**src/rtl/vga_pixel_fetch.sv**
```systemverilog
// vga_pixel_fetch
//   Sits behind the VGA timing generator. Turns (x, y) into read addresses for
//   a synchronous-read, double-buffered 8-bit grayscale framebuffer, delays the
//   sync/blank signals by the memory round-trip so they stay aligned with the
//   returned pixel, and registers the DAC-facing outputs.
//   Total latency input -> output is MEM_LAT+2 cycles for colour and syncs.
//
// Ports
//   vga_clk, rst_n          pixel clock, async active-low reset
//   x, y                    current column / line from the timing generator
//   h_sync, v_sync          active-low syncs from the timing generator
//   blank_b                 high inside the active display area
//   frame_sel               requested display buffer, latched at (0,0) only
//   mem_addr, mem_rd_en     framebuffer read request {buf, y[7:0], x[7:0]}
//   mem_rdata               framebuffer data, MEM_LAT cycles after the request
//   vga_r/g/b               grayscale pixel replicated on all three channels
//   vga_hs, vga_vs          aligned active-low syncs
//   vga_blank_n, vga_sync_n aligned blank and combined sync
//   frame_start             one-cycle pulse after (0,0) is sampled
module vga_pixel_fetch #(
   parameter int IMG_W   = 256,
   parameter int IMG_H   = 256,
   parameter int MEM_LAT = 1,
   parameter int ADDR_W  = 17
) (
   input  logic              vga_clk,
   input  logic              rst_n,
   input  logic [9:0]        x,
   input  logic [9:0]        y,
   input  logic              h_sync,
   input  logic              v_sync,
   input  logic              blank_b,
   input  logic              frame_sel,
   output logic [ADDR_W-1:0] mem_addr,
   output logic              mem_rd_en,
   input  logic [7:0]        mem_rdata,
   output logic [7:0]        vga_r,
   output logic [7:0]        vga_g,
   output logic [7:0]        vga_b,
   output logic              vga_hs,
   output logic              vga_vs,
   output logic              vga_blank_n,
   output logic              vga_sync_n,
   output logic              frame_start
);

   logic               at_origin;
   logic               in_img;
   logic               buf_sel;
   logic               buf_now;
   logic [MEM_LAT:0]   hs_pipe;
   logic [MEM_LAT:0]   vs_pipe;
   logic [MEM_LAT:0]   vld_pipe;
   logic [7:0]         pix_q;

   assign at_origin = (x == 10'd0) && (y == 10'd0);
   assign in_img    = blank_b && ({1'b0, x} < 11'(IMG_W)) && ({1'b0, y} < 11'(IMG_H));

   // Bypass so that pixel (0,0) already reads from the newly selected buffer.
   assign buf_now   = at_origin ? frame_sel : buf_sel;

   // Stage A: address generation and buffer latch.
   always_ff @(posedge vga_clk or negedge rst_n) begin
      if (!rst_n) begin
         buf_sel     <= 1'b0;
         mem_rd_en   <= 1'b0;
         mem_addr    <= '0;
         frame_start <= 1'b0;
      end else begin
         buf_sel     <= buf_now;
         mem_rd_en   <= in_img;
         frame_start <= at_origin;
         // Address holds outside the image so the RAM bus stays quiet.
         if (in_img)
            mem_addr <= ADDR_W'({buf_now, y[7:0], x[7:0]});
      end
   end

   // Timing delay line: stage 0 is concurrent with Stage A, stage MEM_LAT
   // lines up with mem_rdata.
   always_ff @(posedge vga_clk or negedge rst_n) begin
      if (!rst_n) begin
         hs_pipe  <= '1;
         vs_pipe  <= '1;
         vld_pipe <= '0;
      end else if (MEM_LAT == 0) begin
         hs_pipe  <= {(MEM_LAT+1){h_sync}};
         vs_pipe  <= {(MEM_LAT+1){v_sync}};
         vld_pipe <= {(MEM_LAT+1){in_img}};
      end else begin
         hs_pipe  <= {hs_pipe[MEM_LAT-1:0], h_sync};
         vs_pipe  <= {vs_pipe[MEM_LAT-1:0], v_sync};
         vld_pipe <= {vld_pipe[MEM_LAT-1:0], in_img};
      end
   end

   // Output stage: black whenever the aligned pixel is not an image pixel.
   always_ff @(posedge vga_clk or negedge rst_n) begin
      if (!rst_n) begin
         pix_q       <= 8'd0;
         vga_hs      <= 1'b1;
         vga_vs      <= 1'b1;
         vga_blank_n <= 1'b0;
      end else begin
         pix_q       <= vld_pipe[MEM_LAT] ? mem_rdata : 8'd0;
         vga_hs      <= hs_pipe[MEM_LAT];
         vga_vs      <= vs_pipe[MEM_LAT];
         vga_blank_n <= vld_pipe[MEM_LAT];
      end
   end

   assign vga_r      = pix_q;
   assign vga_g      = pix_q;
   assign vga_b      = pix_q;
   assign vga_sync_n = vga_hs & vga_vs;

endmodule

```
**config.mk**
```make
export PLATFORM = sky130hd
export DESIGN_NAME = vga_pixel_fetch
export DESIGN_NICKNAME = d
export VERILOG_FILES = /design/src/rtl/vga_pixel_fetch.sv
export SDC_FILE = /design/constraint.sdc
export NUM_CORES = 1
export LEC_CHECK = 0
export BUFFER_PORTS_ARGS = -buffer_cell sky130_fd_sc_hd__buf_2
export CORE_MARGIN = 1.5
export CORE_UTILIZATION = 40
export CTS_BUF_LIST = sky130_fd_sc_hd__clkbuf_4
export CTS_CLUSTER_DIAMETER = 200
export DETAILED_ROUTE_END_ITERATION = 10
export GPL_TIMING_DRIVEN = 0
export PLACE_DENSITY = 0.73
export SYNTH_ARGS = -nofsm -noshare
export SYNTH_HDL_FRONTEND = slang
export SYNTH_SLANG_ARGS = --single-unit
```
**constraint.sdc**
```tcl
create_clock -name vga_clk -period 1.1 [get_ports vga_clk]
set_input_delay 0.165 -clock vga_clk [delete_from_list [all_inputs] [get_ports vga_clk]]
set_output_delay 0.165 -clock vga_clk [all_outputs]
set_load 0.02 [all_outputs]
```
==> results.txt <==
- Result of the run: finished, violations left
- The critical path goes through and2_4 -> buf_6.
- WL per Instance: between 10 and 15 µm
* Cell count after synthesis: just over 90
* Placement Rows: 21
* Startpoint Class: flip-flop
* Number of cells on the worst hold path: 2
* Register area: about 910 µm²
* Initial Util: between 40% and 50%
- Overflow after GRT: 0
- Worst-Skew Late Latency: 320 ps
- Summing the areas of all compound-gate instances in the mapped netlist gives 0.3556% of the synthesized area.
* Final Cell Area: ~2300 µm²
- In the final design database the tool counted 222 nets.
- Relative to the synthesized area, the layout overhead comes to 64.27%.
* Number of antenna violations at the first check in global routing: 0
* Maximum root-to-sink buffer count: 2
- Cell at the root of the clock tree: sky130_fd_sc_hd__clkbuf_4
* Worst setup slack after placement: -340.0 ps
- Setup repair after global routing could not meet its margin everywhere.
- The congestion estimate from routability-driven global placement came to roughly 0.63.
* Vias in the first global route: around 1000
* Data arrival time of the critical path: 1120 ps
* TritonCTS clock tree: yes
- On the critical path, the stage with the largest delay is an instance of sky130_fd_sc_hd__dfstp_2.
* Maximum number of pins on one net before global-route repair: 37
* Number of fillers in the final layout: 250
- The first global-routing pass estimated 4.961 mm of wire.
- Layout Utilization: 68.75%
- The Yosys step of the flow raised 0 warnings.
* Worst R2R Path Depth: 2
- Capturing point of the worst reg2reg path: mem_addr[0]
- Total nets after synthesis: ~130
- Post-Synth XOR/XNOR Area: 0%
- Routed via count: 1050
* Source of the worst register-to-register timing path: mem_addr[0]
* Total power of the final layout: ~3.1 mW
- The die covers 3884 µm².
* Fmax achieved: 777.8 MHz
* Share of cells above drive strength 1: 75.66%
- Final HPWL from detailed placement: 2.068 mm
* DRT Wirelength: 3.199 mm
- Top-level I/O count: 81
- Clock tree synthesis inserted a total of 5 buffers.
- Endpoints failing setup: 19
* Cell variety after synth: 16
- Relative max-transition margin: 68.13%
- The finished layout holds 235 standard cells, fillers aside.
- In the finished design, the share of the clock period the worst path needs comes to 116.9%.
- The clock tree synthesis step divided the H-tree into 2 levels.
- Slowest Stage Delay on Critical Path: 550 ps
* Endpoints failing hold: 0
- After synthesis the cells add up to 1408 µm².
- Area of combinational cells with multiple inputs: 420.4 µm²
- Die Y-Extent: 62.32 µm
- Min-Delay Path Class: primary input to flip-flop
- Worst clock skew: 2.323 ps
* Critical path's top delay family: flip-flops
- The worst path in the final design needs a cycle of 1286 ps, including I/O delays and setup.
- Ratio of total power to cell area: 1324 nW/µm²
- The number of buffers and inverters on the critical path is 1.
- The worst hold path terminates at vga_b[5].
* First-pass iteration count of the detailed router: 4
- Chip width: between 60 and 70 µm
- DRC marker count from the first detailed-route iteration: 22
- Register bit total from synthesis: 36
- Average size of a mapped cell: 15.30 µm²
- Global routing usage summed across all routing layers: 16.56%
- Share of synthesized cell area in and, or, nand and nor gates: roughly 9.1%
* Fraction of the mapped netlist area in adder cells: 0%
- For this design, the sink count on the clock tree is 36.
- Largest family of logic cells by synthesized area: multiplexers
- Category of the worst setup path capture point: output pin
* Setup slack of the critical path after layout: -185.7 ps
- Leakage Power: 1.214 nW
- Port buffering added 80 buffers.
- Post-Route Hold Slack: 37.07 ps
* Routed Antenna Nets: 0
- Max-cap violation count: 0
* Post-synthesis mux area share: roughly 16%
* Category of the critical setup timing path: flip-flop to output pin
- The max-slew violation count came to 0.
* Slew at the pin closest to its max-slew limit: around 480 ps
- Area of the placeable core: ~3400 µm²
- After clock tree synthesis, the clock-pin slew on the worst setup and hold paths is 100 ps.
* Total DRC errors in the routed layout: 0
* Dpl cell area: 1923 µm²
- Part of the Yosys area used for sequential elements: 64.53%
- After detailed routing, the number of vias per cell comes to 4.468.
- STA puts the critical path data required time at between 900 and 1000 ps.
- Hold Path Origin: mem_rdata[5]
* Number of placed cells counting well taps: roughly 220
* Internal reg-to-reg setup slack: 230 ps
- Summed over all failing endpoints, the final setup total negative slack is -1701 ps.
- Top fanout value on the critical path: 2
- VDD IR max: 1.082 mV
- The final reports fail on negative setup slack.
- Total inserted antenna cells: 0
report_power, final:
part	total, mW	internal [mW]	switching, mW	leakage (nW)
Sequential	1.57	1.48	0.0862	0.452
Combinational	0.790	0.405	0.385	0.726
Clock	0.701	0.299	0.402	0.0361
Total	3.06	2.19	0.873	1.21
cells in the final DEF, fill, tap and decap left out:
cell type                       count
sky130_fd_sc_hd__nor4_2             1
sky130_fd_sc_hd__and2_1             8
sky130_fd_sc_hd__buf_6             47
sky130_fd_sc_hd__buf_2             48
sky130_fd_sc_hd__dlygate4sd3_1      3
sky130_fd_sc_hd__and2_4             1
sky130_fd_sc_hd__dfrtp_2            1
sky130_fd_sc_hd__nand2_1            1
sky130_fd_sc_hd__dfstp_2            6
sky130_fd_sc_hd__mux2i_1            1
sky130_fd_sc_hd__clkinv_2           1
sky130_fd_sc_hd__o21ai_0            1
sky130_fd_sc_hd__mux2_4             8
sky130_fd_sc_hd__dfrtp_1           29
sky130_fd_sc_hd__nor2_2             1
sky130_fd_sc_hd__nand4_1            1
sky130_fd_sc_hd__inv_1              2
sky130_fd_sc_hd__nand2_4            1
sky130_fd_sc_hd__mux2_2             9
sky130_fd_sc_hd__nor4_4             4
sky130_fd_sc_hd__clkbuf_4           8
sky130_fd_sc_hd__buf_4              7
final cells by class:
class | instances | share of cell area [%]
flip-flops and latches | 36 | 39.34
repair buffers | 89 | 28.90
multi-input cells | 37 | 18.18
plain buffers | 17 | 8.279
well taps | 46 | 2.489
clock buffers | 7 | 2.273
inverters | 2 | 0.3247
clock inverters | 1 | 0.2164
how the worst max path moves through the flow:
stage	from	depth (start not counted)	endpoint
after floorplan	x[9]	4	mem_addr[0]
after global placement	y[2]	5	buf_sel
after detailed placement	x[2]	5	buf_sel
after CTS	vga_hs	2	vga_sync_n
after global routing	vga_hs	2	vga_sync_n
final	vga_hs	2	vga_sync_n
registers in the layout, summed over array words and instances, names as in the netlist:
signal       cells
vga_b            8
vga_hs           1
vga_blank_n      1
mem_addr        17
buf_sel          1
frame_start      1
vld_pipe         2
vga_vs           1
hs_pipe          2
vs_pipe          2
cells by family (layout without fill, tap and decap cells):
group,after synthesis,in the layout
and+or+nand+nor,18,18
AOI/OAI and AO/OA,1,1
DFF,36,36
muxes,18,18
buffers and inverters,19,116
cell usage after synthesis:
master,instances,area [µm²]
sky130_fd_sc_hd__dfrtp_1,30,750.7
sky130_fd_sc_hd__nand2_4,1,11.26
sky130_fd_sc_hd__mux2_2,10,112.6
sky130_fd_sc_hd__and2_1,9,56.30
sky130_fd_sc_hd__buf_4,16,120.1
sky130_fd_sc_hd__buf_6,1,11.26
sky130_fd_sc_hd__inv_1,2,7.510
sky130_fd_sc_hd__mux2i_1,1,10.01
sky130_fd_sc_hd__nor2_1,1,3.750
sky130_fd_sc_hd__o21ai_0,1,5.000
sky130_fd_sc_hd__nand4_1,1,6.260
sky130_fd_sc_hd__nor4_4,1,21.27
sky130_fd_sc_hd__mux2_4,7,105.1
sky130_fd_sc_hd__nor4_1,4,25.02
sky130_fd_sc_hd__nand2_1,1,3.750
sky130_fd_sc_hd__dfstp_2,6,157.7
per-layer routing:
| layer | part of all wire [%] | track usage, % | wire length, µm | up-vias |
|---|---|---|---|---|
| met4 | 1.1 | 5.833 | 35 | 0 |
| met3 | 8.8 | 5.435 | 280 | 5 |
| met2 | 50 | 28.40 | 1587 | 67 |
| met1 | 41 | 19.57 | 1296 | 493 |
| li1 | - | - | - | 485 |
| met5 | 0 | 0 | 0 | - |
what timing repair did:
action | 4_1_cts | 5_1_grt
hold buffers | 3 | 0
pin swaps | 0 | 0
gates resized for setup | 51 | 29
endpoints found under the setup margin | 19 | 36
hold endpoints to repair | 32 | 0
setup buffers | 0 | 6
Power figures use the tool's default switching activity.
